<file path="config.mk">
export PLATFORM = sky130hd
export DESIGN_NAME = req_arbiter8
export DESIGN_NICKNAME = d
export VERILOG_FILES = /design/src/rtl/arb_pkg.sv /design/src/rtl/rr_pick8.sv /design/src/rtl/req_arbiter8.sv
export SDC_FILE = /design/constraint.sdc
export NUM_CORES = 1
export LEC_CHECK = 0
export BUFFER_PORTS_ARGS = -buffer_cell sky130_fd_sc_hd__buf_2
export CORE_ASPECT_RATIO = 0.75
export CORE_MARGIN = 1
export CORE_UTILIZATION = 52
export DETAILED_ROUTE_END_ITERATION = 12
export MAX_ROUTING_LAYER = met4
export PLACE_DENSITY = 0.83
export SYNTH_ARGS = -nofsm -noshare
export SYNTH_HDL_FRONTEND = slang
export SYNTH_SLANG_ARGS = --single-unit
</file>
<file path="constraint.sdc">
create_clock -name clk -period 4.4 [get_ports clk]
set_input_delay 0.66 -clock clk [delete_from_list [all_inputs] [get_ports clk]]
set_output_delay 0.66 -clock clk [all_outputs]
set_load 0.05 [all_outputs]
</file>
<file path="src/rtl/arb_pkg.sv">
// Shared definitions for the 8-way request arbiter: requester count,
// FSM state encoding, idle grant value and the active-low grant decoder.
package arb_pkg;

    localparam int unsigned NREQ = 8;
    localparam int unsigned IDW  = 3;

    // All grant lines inactive (active-low bus)
    localparam logic [NREQ-1:0] GNT_N_RST = 8'hFF;

    typedef enum logic {
        IDLE  = 1'b0,
        GRANT = 1'b1
    } state_t;

    // 3-to-8 active-low decode of a requester index, like a 74HC138
    function automatic logic [NREQ-1:0] decode_n(input logic [IDW-1:0] id);
        logic [NREQ-1:0] v;
        v     = GNT_N_RST;
        v[id] = 1'b0;
        return v;
    endfunction

endpackage

</file>
<file path="src/rtl/rr_pick8.sv">
// Round-robin winner selection: the active-low request vector is rotated so
// that requester 'ptr' lands at position 0, a priority encoder finds the lowest
// active position, and the offset is added back to ptr to get the winner index.
module rr_pick8
    import arb_pkg::*;
(
    input  logic [NREQ-1:0] req_n,
    input  logic [IDW-1:0]  ptr,
    output logic            any,
    output logic [IDW-1:0]  idx
);

    logic [NREQ-1:0] w_req;
    logic [NREQ-1:0] w_rot;
    logic [IDW-1:0]  w_off;

    assign w_req = ~req_n;
    assign any   = |w_req;
    assign idx   = w_off + ptr;

    // Rotate requests so ptr has top priority, then encode the first active slot
    always_comb begin
        w_rot = '0;
        w_off = '0;
        for (int k = 0; k < NREQ; k++) begin
            w_rot[k] = w_req[3'(k) + ptr];
        end
        for (int k = NREQ - 1; k >= 0; k--) begin
            if (w_rot[k]) begin
                w_off = k[IDW-1:0];
            end
        end
    end

endmodule

</file>
<file path="src/rtl/req_arbiter8.sv">
// 8-requester round-robin arbiter with active-low requests and grants.
// A grant lasts until the holder releases or MAX_HOLD cycles elapse; a forced
// revoke pulses timeout for one idle cycle. At least one idle cycle always
// separates two grants, and only idle cycles sample the request lines.
module req_arbiter8
    import arb_pkg::*;
#(
    parameter int unsigned MAX_HOLD = 8
)
(
    input  logic            clk,
    input  logic            rst,
    input  logic [NREQ-1:0] req_n,
    output logic [NREQ-1:0] gnt_n,
    output logic [IDW-1:0]  gnt_id,
    output logic            gnt_valid,
    output logic            timeout
);

    // Hold count value seen during the last permitted grant cycle
    localparam logic [7:0] HOLD_LAST = 8'(MAX_HOLD - 1);

    state_t          r_state;
    logic [NREQ-1:0] r_gntN;
    logic [IDW-1:0]  r_gntId;
    logic            r_gntValid;
    logic            r_timeout;
    logic [IDW-1:0]  r_ptr;
    logic [7:0]      r_hold;

    state_t          w_stateNext;
    logic [NREQ-1:0] w_gntNNext;
    logic [IDW-1:0]  w_gntIdNext;
    logic            w_gntValidNext;
    logic            w_timeoutNext;
    logic [IDW-1:0]  w_ptrNext;
    logic [7:0]      w_holdNext;

    logic            w_any;
    logic [IDW-1:0]  w_idx;

    rr_pick8 u_pick (
        .req_n (req_n),
        .ptr   (r_ptr),
        .any   (w_any),
        .idx   (w_idx)
    );

    assign gnt_n     = r_gntN;
    assign gnt_id    = r_gntId;
    assign gnt_valid = r_gntValid;
    assign timeout   = r_timeout;

    // Register all state and outputs; reset wins over everything, even mid-grant
    always_ff @(posedge clk) begin
        if (rst) begin
            r_state    <= IDLE;
            r_gntN     <= GNT_N_RST;
            r_gntId    <= '0;
            r_gntValid <= 1'b0;
            r_timeout  <= 1'b0;
            r_ptr      <= '0;
            r_hold     <= '0;
        end else begin
            r_state    <= w_stateNext;
            r_gntN     <= w_gntNNext;
            r_gntId    <= w_gntIdNext;
            r_gntValid <= w_gntValidNext;
            r_timeout  <= w_timeoutNext;
            r_ptr      <= w_ptrNext;
            r_hold     <= w_holdNext;
        end
    end

    // Next-state logic: arbitrate in IDLE; in GRANT release beats the hold limit
    always_comb begin
        w_stateNext    = r_state;
        w_gntNNext     = r_gntN;
        w_gntIdNext    = r_gntId;
        w_gntValidNext = r_gntValid;
        w_timeoutNext  = 1'b0;
        w_ptrNext      = r_ptr;
        w_holdNext     = r_hold;
        unique case (r_state)
            IDLE: begin
                if (w_any) begin
                    w_stateNext    = GRANT;
                    w_gntIdNext    = w_idx;
                    w_gntNNext     = decode_n(w_idx);
                    w_gntValidNext = 1'b1;
                    w_ptrNext      = w_idx + 3'd1;
                    w_holdNext     = '0;
                end
            end
            GRANT: begin
                if (req_n[r_gntId]) begin
                    w_stateNext    = IDLE;
                    w_gntNNext     = GNT_N_RST;
                    w_gntValidNext = 1'b0;
                end else if (r_hold == HOLD_LAST) begin
                    w_stateNext    = IDLE;
                    w_gntNNext     = GNT_N_RST;
                    w_gntValidNext = 1'b0;
                    w_timeoutNext  = 1'b1;
                end else begin
                    w_holdNext = r_hold + 8'd1;
                end
            end
            default: begin
                w_stateNext = IDLE;
            end
        endcase
    end

endmodule
</file>
[Word level (Yosys, flattened, before mapping)]
Index checks and enable logic that the tools add are counted.
Word-level totals
  bits in registers: 25
  latch bits: 0
  memory bits (writable): 0
  bits in read-only memories: 0
  bits of input ports: 10
  word-level logic and storage cells: 87
  memories kept: 0
Cells by class
  add/subtract/negate cells: 10
  multiply operators: 0
  div/mod/pow operators: 0
  order comparisons: 11
  eq/ne operators: 5
  shifts and indexed selects: 0
  muxes and demuxes: 45
  bitwise logic cells: 3
  reductions and logical operators: 6
Operator list (count)
  2-to-1 mux 8 bit: 6
  < comparator 3 x 4 -> 1 bit, second input constant: 10
  one-hot mux 8 bit (2 select lines): 2
  binary-select mux 1 bit (select 3 bit): 9
  2-to-1 mux 3 bit: 8
  2-to-1 mux 1 bit: 17
  NOT 8 bit: 2
  adder 3 bit, first input constant: 4
  adder 8 x 1 -> 8 bit, second input constant: 1
  equality test 8 x 3 -> 1 bit, second input constant: 1
  OR reduction 8 bit: 1
  adder 2 x 3 -> 3 bit, first input constant: 2
  inequality test 2 bit, second input constant: 2
  one-hot mux 1 bit (2 select lines): 2
  AND reduction 2 bit: 2
  adder 1 x 3 -> 3 bit, first input constant: 1
  adder 3 x 1 -> 3 bit, second input constant: 1
  adder 3 bit: 1
  demux 1 bit (select 3 bit): 1
  greater-or-equal comparator 3 x 1 -> 1 bit, second input constant: 1
  inequality test 3 x 1 -> 1 bit, second input constant: 1
  AND reduction 3 bit: 1
  OR reduction 3 bit: 1
  inequality test 2 x 1 -> 1 bit, second input constant: 1
  other kinds (2): 2

[Depth between registers and ports, before layout]
Gate-level depths: netlist of the first run.
  depth in word-level cells: 19
  gate-level depth with buffers: 18
  depth with buffers taken out: 15

[Cells and area by module]
Synthesis of the first run repeated with hierarchy kept, for this count alone.
Unflattened totals
  cells, all modules: 225
  area total of the unflattened synthesis: 1954.4 um2
By module, submodules not included
  req_arbiter8: instances 1, cells each 140, area each 1181.1 um2
  rr_pick8: instances 1, cells each 85, area each 773.2 um2

[Worst setup path before layout of the first run]
No wires, ideal clock.
  path kind: register -> register
  start: reg r_ptr[0]
  end: reg r_ptr[2]
  data arrival time: 4.333 ns
  setup slack: -0.053 ns
  cell stages (with the launch flop): 17
  period minus slack after synthesis: 4.453 ns
  path through: dfxtp_1 > buf_6 > buf_2 > inv_1 > ha_1 > mux2_2 > mux4_2 > o32ai_1 > o21bai_1 > a221oi_1 > ha_1 > fa_1 > ha_1 > xor2_1 > or2_2 > mux2i_1 > mux2_2
On the way
  word-level cells in the longest chain between the ends: 13
Ends and longest elaborated chain
  start, declared: RTL line req_arbiter8.sv:28  | logic [IDW-1:0] r_ptr;
  start signal, assigned: RTL line req_arbiter8.sv:70  | r_ptr <= w_ptrNext;
  adder 3 bit: RTL line rr_pick8.sv:26  | w_rot[k] = w_req[3'(k) + ptr];
  binary-select mux 1 bit (select 3 bit): RTL line rr_pick8.sv:26
  2-to-1 mux 1 bit (implied by the code): RTL line rr_pick8.sv:26
  2-to-1 mux 3 bit (8 in series): RTL line rr_pick8.sv:29  | if (w_rot[k]) begin
  adder 3 bit *: RTL line rr_pick8.sv:19  | assign idx = w_off + ptr;
  named net u_pick.idx[1]: RTL line rr_pick8.sv:10  | output logic [IDW-1:0] idx
  adder 3 x 1 -> 3 bit *: RTL line req_arbiter8.sv:91  | w_ptrNext = w_idx + 3'd1;
Mark *: on every way through the listed nets, which the timed path passes. The rest lies on a longest branch. The select of a mux whose other input is x is not followed.
A chain may end at the register's enable or synchronous reset.

[Final worst setup path of the first run]
  start: reg r_ptr[1]
  end: reg r_ptr[2]
Same word-level chain as after synthesis.

==> results of run 1 <==
==> how the worst min path moves through the flow <==
stage / startpoint / to / slack, ps / depth (start not counted)
2_1_floorplan: r_state / timeout / 450 / 2
3_3_place_gp: gnt_n[5] / gnt_n[5] / 450 / 1
3_5_place_dp: gnt_n[5] / gnt_n[5] / 450 / 1
4_1_cts: gnt_n[5] / gnt_n[5] / 470 / 1
5_1_grt: gnt_n[6] / gnt_n[6] / 490 / 1
6_report: gnt_n[5] / gnt_n[5] / 470 / 1
==> cells by family (layout without fill, tap and decap cells) <==
group,after synthesis,in the layout,share of synthesized area
AOI/OAI and AO/OA,35,35,0.139
xor gates and xnor gates,12,12,0.0643
adders and majority gates,6,6,0.0442
buffers and inverters,17,39,0.0409
DFF,25,25,0.268
muxes,27,27,0.246
and+or+nand+nor,74,74,0.198
==> worst max-delay path: stages, from the launching register on <==
cell	delay (ps)
dfxtp_1	340
inv_1	50
ha_2	390
mux2_2	370
mux4_2	500
o32ai_2	250
o21bai_1	120
a221oi_1	250
ha_1	210
fa_1	430
ha_1	220
xor2_1	140
or2_2	270
mux2i_1	130
mux2_2	340
==> per-stage QoR <==
| step | hold WS, ps | total power (W) |
|---|---|---|
| 2_1_floorplan | 449 | 0.00119 |
| 3_3_place_gp | 450 | 0.00137 |
| 5_1_grt | 486 | 0.00167 |
| 3_5_place_dp | 450 | 0.00139 |
| 6_report | 469 | 0.00155 |
| 4_1_cts | 471 | 0.00153 |
==> power by group <==
part | leakage, nW | total, W | internal, W | switching [W]
combinational | 0.571 | 0.00111 | 0.000463 | 0.000644
clock | 0.0255 | 0.000135 | 0.0000633 | 0.0000712
sequential | 0.204 | 0.000304 | 0.000271 | 0.0000332
==> cell type report <==
cell class,instances,area [um2],share of cell area
Multi-Input combinational cell,154,1300,0.627
Tap cell,40,50.0,0.0241
Inverter,8,30.0,0.0145
Timing Repair Buffer,27,148,0.0711
Sequential cell,25,500,0.241
Clock buffer,3,41.3,0.0199
Clock inverter,1,5.00,0.00241
==> registers in the layout (all words and copies together), names as in the netlist <==
| register | count |
|---|---|
| gnt_n | 8 |
| r_ptr | 3 |
| gnt_valid | 1 |
| gnt_id | 3 |
| r_hold | 8 |
| timeout | 1 |
| r_state | 1 |
==> metal layers <==
metal  routed length [um]  GRT usage  up-vias
met1                 1960      0.326      765
li1                     -          -      777
met3                  223     0.0506        0
met2                 1730      0.330       51
met4                    0     0.0233        0
met5                    0          -        -
==> cells in the mapped netlist, types with 5 or more instances <==
master / n
dfxtp_1: 25
nand2_1: 20
nor2_1: 20
mux4_2: 9
a21oi_1: 8
inv_1: 8
mux2i_1: 8
nand3_1: 6
nor3_1: 6
xor2_1: 6
ha_1: 5
mux2_2: 5
nor3b_1: 5
==> what timing repair did <==
| action | 4_1_cts | 5_1_grt |
|---|---|---|
| setup endpoints to repair | 0 | 1 |
| resized for setup | 0 | 2 |
| endpoints found under the hold margin | 0 | 0 |
==> impl_metrics.json, run 1 <==
{
  "period_minus_slack_ps": 4150,
  "cp-startpoint": "r_ptr[1]",
  "cp.arrival_ps": 4310,
  "wl_per_cell_um": 15.2,
  "syn_area_um2": 1870,
  "synth-main-ff-cell": "dfxtp_1",
  "async_reset_ff_frac": 0,
  "post_synth.cell_area_avg_um2": 9.53,
  "io_buffers": 22,
  "overflow": 0,
  "first_global_vias": 1328,
  "synth_top_area_cell": "dfxtp_1",
  "violations": "design-rule violations",
  "start_util": 0.557,
  "final_cell_mix": "dfxtp_1, buf_2, nand2_1, nor2_1, mux4_2",
  "synth_cells": 196,
  "dp.cells": 254,
  "dp_slack_ps": 236,
  "finalWeightedCongestion": 0.842,
  "grt_max_degree": 22,
  "placed_cell_area_um2": 2020,
  "vias": 1593,
  "ir_worst_vdd_mv": 0.392,
  "synth_top_area_frac": 0.268,
  "dpl.hpwl_um": 2910,
  "period_share": 0.943,
  "drt_iter0_drc": 119,
  "rsz0062_at_grt": "false",
  "power_density_nw_per_um2": 744,
  "n_fill_cell": 275,
  "std_cell_rows": 18,
  "synth_enable_flop_cells": 0,
  "layoutNonFillerInstCount": 258,
  "yosysUniqueCellTypes": 50,
  "cp-endpoint": "r_ptr[2]",
  "drc": 3,
  "layout_commonest_cell": "dfxtp_1",
  "final_core_util": 0.619,
  "area_growth_pct": 11.1,
  "timing.fmax_mhz": 241,
  "die_w_um": 71.2,
  "clock_latency_ps": 270,
  "r2r_end": "r_ptr[2]",
  "skew_ps": 2.46,
  "hp-class": "flop to flop",
  "syn_nets": 212,
  "regToRegStartpoint": "r_ptr[1]",
  "die_h_um": 53.9,
  "setup_viol": 0,
  "wirelength_um": 3920,
  "relSlewSlack": 0.495,
  "postCtsSetupRepairBufs": 0,
  "cts_root_buf": "clkbuf_8",
  "ctsHoldBuffers": 0,
  "cp-start-kind": "flop",
  "n_antenna_cell": 0,
  "nets": 235,
  "clk_pin_slew_ps": 90,
  "setup_slack_ps": 252,
  "die_area_um2": 3840,
  "ioPinCount": 23,
  "slew_viol_final": 0,
  "design_area_um2": 2080,
  "clockBufferDepth": 2,
  "yosysSeqAreaShare": 0.268,
  "end_kind": "flop",
  "rrSetupSlack_ps": 250,
  "cts_sinks": 25,
  "first_pass_iters": 9,
  "setup_tns_ps": 0,
  "antenna_found_initial": 0,
  "status": "finished with violations",
  "crit_fanout": 5,
  "grt_first_pass_wirelength_um": 6440,
  "route.detailed.vias_per_inst": 6.17,
  "cp.required_ps": 4560,
  "rr_worst_depth": 14,
  "drive_above_1_share": 0.261,
  "cts_tree": "done",
  "ant_nets": 0,
  "yosys_warnings": 0,
  "power.leakage_nw": 0.801,
  "cts_buffers": 3,
  "track_usage": 0.225,
  "synth_area_leaders": "dfxtp_1, mux4_2, mux4_1, mux2i_1, nand2_1",
  "ys_ff_latch": 25,
  "drv_cap": 0,
  "core_um2": 3360,
  "cts-htree-levels": 1,
  "tightest_slew_ps": 753,
  "path_class": "flop to flop",
  "finalHoldViolCount": 0
}
Power figures use the tool's default switching activity.
==> inputs of run 2 (changes only) <==
--- a/config.mk
+++ b/config.mk
@@ -7,7 +7,7 @@
 export LEC_CHECK = 0
 export BUFFER_PORTS_ARGS = -buffer_cell sky130_fd_sc_hd__buf_2
 export CORE_ASPECT_RATIO = 0.75
-export CORE_MARGIN = 1
+export CORE_MARGIN = 2
 export CORE_UTILIZATION = 52
 export DETAILED_ROUTE_END_ITERATION = 12
 export MAX_ROUTING_LAYER = met4
==> run 2 against run 1 <==
Compared with the run above:
- the flow now finishes without violations
- non-clock buffer count stayed put
- combinational power hardly changed
- clock skew hardly changed
- critical endpoint unchanged
==> impl_metrics.json, run 2 (synthesis gave the netlist of run 1 again) <==
{
  "tightest_slew_ps": 666,
  "setup_viol": 0,
  "crit_fanout": 5,
  "die_w_um": 73.2,
  "area_growth_pct": 11.6,
  "placed_cell_area_um2": 2020,
  "seqPwrFrac": 0.196,
  "design_area_um2": 2080,
  "clockBufferDepth": 2,
  "core_um2": 3360,
  "overflow": 0,
  "worst-path-buf-inv": 1,
  "start_util": 0.557,
  "power_frac_comb": 0.717,
  "ff_latch_area_um2": 500,
  "end_kind": "flop",
  "die_area_um2": 4090,
  "std_cell_rows": 18,
  "relSlewSlack": 0.553,
  "clk_pin_slew_ps": 90,
  "dp_slack_ps": 250,
  "ant_nets": 0,
  "clock_latency_ps": 270,
  "dpl.hpwl_um": 2900,
  "cts_root_buf": "clkbuf_8",
  "period_minus_slack_ps": 4100,
  "crit_family": "multiplexers",
  "track_usage": 0.211,
  "ctsHoldBuffers": 0,
  "first_global_vias": 1425,
  "cp-start-kind": "flop",
  "crit_path_max_incr_delay_ps": 490,
  "layout_commonest_cell": "dfxtp_1",
  "internal-power_w": 0.000805,
  "power.leakage_nw": 0.801,
  "antenna_found_initial": 0,
  "finalWeightedCongestion": 0.833,
  "cts_sinks": 25,
  "finalHoldViolCount": 0,
  "power_switching_w": 0.000744,
  "final_cell_mix": "dfxtp_1, buf_2, nand2_1, nor2_1, mux4_2",
  "ir_worst_vdd_mv": 0.325,
  "clockPowerShare": 0.087,
  "cp.arrival_ps": 4270,
  "met2_usage": 0.293,
  "period_share": 0.933,
  "multi_input_area_um2": 1310,
  "use_met1": 0.317,
  "use_met3": 0.0453,
  "route.detailed.vias_per_inst": 6.14,
  "hp-class": "flop to flop",
  "wirelength_um": 3870,
  "total_power_w": 0.00155,
  "timing.fmax_mhz": 244,
  "drt_iter0_drc": 97,
  "power_density_nw_per_um2": 743,
  "grt_max_degree": 22,
  "cp.required_ps": 4560,
  "cts-htree-levels": 1,
  "slew_viol_final": 0,
  "setup_slack_ps": 297,
  "n_fill_cell": 262,
  "drc": 0,
  "nets": 235,
  "io_buffers": 22,
  "cts_buffers": 3,
  "switching_share": 0.480,
  "cts_tree": "done",
  "status": "completed",
  "path_class": "flop to flop",
  "first_pass_iters": 4,
  "drv_cap": 0,
  "path_cells": "inv_1, ha_2, mux2_2, mux4_2, o32ai_2, o21bai_1, a221oi_2, ha_2, fa_1, ha_1, xor2_1, or2_2, mux2i_1, mux2_2",
  "vias": 1584,
  "skew_ps": 2.89,
  "die_h_um": 55.9,
  "ioPinCount": 23,
  "cp_slowest_cell": "mux4_2",
  "n_antenna_cell": 0,
  "postCtsSetupRepairBufs": 0,
  "grt-busiest-layer": "met1",
  "grt_first_pass_wirelength_um": 6760,
  "drive_above_1_share": 0.271,
  "wl_per_cell_um": 15.0
}
==> run 2: cell counts in the layout (fill, tap and decap cells not counted) <==
Identical to the previous run, type by type.
==> run 2: power groups by stage <==
stage               registers (W)  clock network (W)  logic (W)
finish                   0.000303           0.000134    0.00111
global route             0.000310           0.000146    0.00123
CTS                      0.000303           0.000136    0.00108
detailed placement       0.000308                  0    0.00107
global placement         0.000306                  0    0.00106
floorplan                0.000404                  0   0.000783
==> run 2: worst paths after layout <==
check        startpoint  endpoint  slack, ps  depth (start not counted)
max            r_ptr[0]  r_ptr[2]        300                         14
min            gnt_n[5]  gnt_n[5]        480                          1
max reg2reg    r_ptr[0]  r_ptr[2]        300                         14
min reg2reg    gnt_n[5]  gnt_n[5]        480                          1
==> run 2: area by class of cell <==
class | instances | area share
Clock buffer | 3 | 0.0198
Tap cell | 40 | 0.0240
Inverter | 8 | 0.0144
Multi-Input combinational cell | 154 | 0.628
Sequential cell | 25 | 0.240
Clock inverter | 1 | 0.00240
Timing Repair Buffer | 27 | 0.0708
==> run 2: what timing repair did <==
action                                  4_1_cts  5_1_grt
endpoints found under the setup margin        0        1
endpoints found under the hold margin         0        0
gates resized for setup                       0        4
==> run 2: metrics by stage <==
| step | setup TNS, ps | utilization | hold slack, ps | std cells |
|---|---|---|---|---|
| global route | -1.93 | 0.621 | 483 | 258 |
| detailed placement | 0 | 0.602 | 455 | 254 |
| CTS | 0 | 0.616 | 475 | 258 |
| global placement | 0 | 0.602 | 454 | 254 |
| floorplan | 0 | - | 449 | 196 |
| finish | 0 | 0.621 | 475 | 258 |
==> run 2: per-layer routing <==
layer  share of wire  up-vias  wire length [um]
met4          0.0088        0                34
met3           0.048        4               186
met1            0.49      759              1910
met5               0        -                 0
li1                -      779                 -
met2            0.45       42              1740
==> inputs of run 3 (changes only) <==
--- a/config.mk
+++ b/config.mk
@@ -5,13 +5,14 @@
 export SDC_FILE = /design/constraint.sdc
 export NUM_CORES = 1
 export LEC_CHECK = 0
+export ABC_AREA = 1
 export BUFFER_PORTS_ARGS = -buffer_cell sky130_fd_sc_hd__buf_2
 export CORE_ASPECT_RATIO = 0.75
 export CORE_MARGIN = 2
 export CORE_UTILIZATION = 52
 export DETAILED_ROUTE_END_ITERATION = 12
 export MAX_ROUTING_LAYER = met4
-export PLACE_DENSITY = 0.83
+export PLACE_DENSITY = 0.84
 export SYNTH_ARGS = -nofsm -noshare
 export SYNTH_HDL_FRONTEND = slang
 export SYNTH_SLANG_ARGS = --single-unit
==> run 3 against run 2 <==
Compared with the run above:
- utilization shrank 3.1 points
- sequential cell count unchanged
- cell area fell by 8.1%
- maximum frequency rose by 24%
- area after synthesis shrank 6.8%
- worst hold slack got worse by 11 ps
- total power shrank 13%
- clock skew is 0.71 ps higher
- via count increased by 11%
- critical endpoint unchanged
- largest power group unchanged
==> impl_metrics.json, run 3 <==
{
  "synth_area_leaders": "dfxtp_1, nand2_1, nand3_1, inv_1, nor2_1",
  "track_usage": 0.235,
  "synth-main-ff-cell": "dfxtp_1",
  "first_pass_iters": 4,
  "synth_cells": 271,
  "power_density_nw_per_um2": 703,
  "cts_buffers": 3,
  "nets": 310,
  "final_core_util": 0.591,
  "period_share": 0.751,
  "die_w_um": 70.8,
  "clock_latency_ps": 270,
  "rr_worst_depth": 18,
  "core_um2": 3240,
  "cp.arrival_ps": 3470,
  "regToRegStartpoint": "r_ptr[0]",
  "io_buffers": 22,
  "syn_area_um2": 1740,
  "final_cell_mix": "nand2_1, nand3_1, inv_1, dfxtp_1, nor2_1",
  "finalWeightedCongestion": 0.943,
  "power.leakage_nw": 0.898,
  "cts_root_buf": "clkbuf_8",
  "tightest_slew_ps": 541,
  "wirelength_um": 4010,
  "postCtsSetupRepairBufs": 0,
  "yosysMostFrequentCell": "nand2_1",
  "use_met1": 0.318,
  "ff_latch_area_um2": 500,
  "grt_first_pass_wirelength_um": 6910,
  "wl_per_cell_um": 12.1,
  "yosys_warnings": 0,
  "ant_nets": 0,
  "cp-endpoint": "r_ptr[2]",
  "period_minus_slack_ps": 3300,
  "total_power_w": 0.00135,
  "cts_sinks": 25,
  "multi_input_area_um2": 1080,
  "crit_fanout": 11,
  "relSlewSlack": 0.639,
  "ys_ff_latch": 25,
  "end_kind": "flop",
  "r2r_end": "r_ptr[2]",
  "hp-class": "flop to flop",
  "overflow": 0,
  "met2_usage": 0.377,
  "use_met3": 0.0412,
  "rsz0062_at_grt": "false",
  "drv_cap": 0,
  "area_growth_pct": 10.1,
  "cp.required_ps": 4560,
  "cp-startpoint": "r_ptr[0]",
  "vias": 1761,
  "cts_resized": 0,
  "skew_ps": 3.60,
  "die_area_um2": 3830,
  "path_class": "flop to flop",
  "finalHoldViolCount": 0,
  "yosysUniqueCellTypes": 33,
  "antenna_found_initial": 0,
  "die_h_um": 54.1,
  "clk_pin_slew_ps": 80,
  "ioPinCount": 23,
  "drive_above_1_share": 0.157,
  "synth_top_area_cell": "dfxtp_1",
  "setup_viol": 0,
  "layout_commonest_cell": "nand2_1",
  "async_reset_ff_frac": 0,
  "start_util": 0.537,
  "grt-busiest-layer": "met2",
  "first_global_vias": 1563,
  "rrSetupSlack_ps": 1100,
  "timing.fmax_mhz": 303,
  "clockBufferDepth": 2,
  "grt_max_degree": 19,
  "syn_nets": 287,
  "setup_tns_ps": 0,
  "synth_top_area_frac": 0.288,
  "slew_viol_final": 0,
  "drt_iter0_drc": 100,
  "dpl.hpwl_um": 3060,
  "post_synth.cell_area_avg_um2": 6.42,
  "status": "completed",
  "drc": 0,
  "ctsHoldBuffers": 0,
  "std_cell_rows": 18,
  "cts_tree": "done",
  "yosysSeqAreaShare": 0.288,
  "synth_commonest_cells": "nand2_1, nand3_1, inv_1",
  "route.detailed.vias_per_inst": 5.29,
  "ir_worst_vdd_mv": 0.321,
  "cp-start-kind": "flop",
  "synth_enable_flop_cells": 0,
  "cts-htree-levels": 1,
  "n_fill_cell": 311,
  "n_antenna_cell": 0
}
[run 3: final cells by class]
class	count	share of cell area
inverters	31	0.0666
well taps	40	0.0261
flip-flops and latches	25	0.261
multi-input cells	211	0.565
clock buffers	4	0.0235
repair buffers	22	0.0575
[run 3: cells by family after synthesis]
| group | after synthesis | share of synthesized area |
|---|---|---|
| simple gates | 164 | 0.420 |
| buf+inv | 35 | 0.0906 |
| compound gates | 34 | 0.111 |
| flops | 25 | 0.288 |
| xor+xnor | 7 | 0.0439 |
| fa+ha+maj | 6 | 0.0474 |
[run 3: where the power goes]
group	switching, W	internal [W]
clock	0.0000693	0.0000647
sequential	0.0000606	0.000271
combinational	0.000598	0.000284
total	0.000728	0.000620
[run 3: critical path, cell delays in order, from the launching register on]
cell and delay [ps]:
dfxtp_1 650, inv_8 70, ha_1 370, inv_1 130, nand3_1 110, nand2_1 70, nand2_1 50, nand2_1 100
a31oi_1 70, o21ai_0 140, nand2_1 60, a21oi_1 140, ha_1 180, fa_1 480, ha_1 250, nand2_1 60
o21ai_0 80, a21oi_1 120, nor2_1 60
[run 3: layer usage]
| metal | vias to the layer above | wire [um] | part of all wire |
|---|---|---|---|
| met2 | 50 | 1770 | 0.44 |
| met1 | 778 | 2000 | 0.50 |
| met4 | 0 | 12 | 0.0030 |
| met5 | - | 0 | 0 |
| met3 | 2 | 235 | 0.059 |
| li1 | 931 | - | - |
[run 3: worst min-delay path by stage]
stage                            to  depth (start not counted)  startpoint  slack (ps)
after floorplan           r_hold[7]                          2   r_hold[7]         470
after CTS                 gnt_valid                          2   gnt_valid         460
after global routing      gnt_valid                          2   gnt_valid         480
after global placement    gnt_valid                          2   gnt_valid         450
final                     gnt_valid                          2   gnt_valid         460
after detailed placement  gnt_valid                          2   gnt_valid         450
[run 3: metrics by stage]
stage	hold WS [ps]	cells	setup slack [ps]	cell area (um2)
4_1_cts	464	333	1100	1920
3_3_place_gp	452	329	1260	1870
3_5_place_dp	452	329	1120	1870
2_1_floorplan	466	271	1510	1740
6_report	465	333	1100	1920
5_1_grt	481	333	771	1920
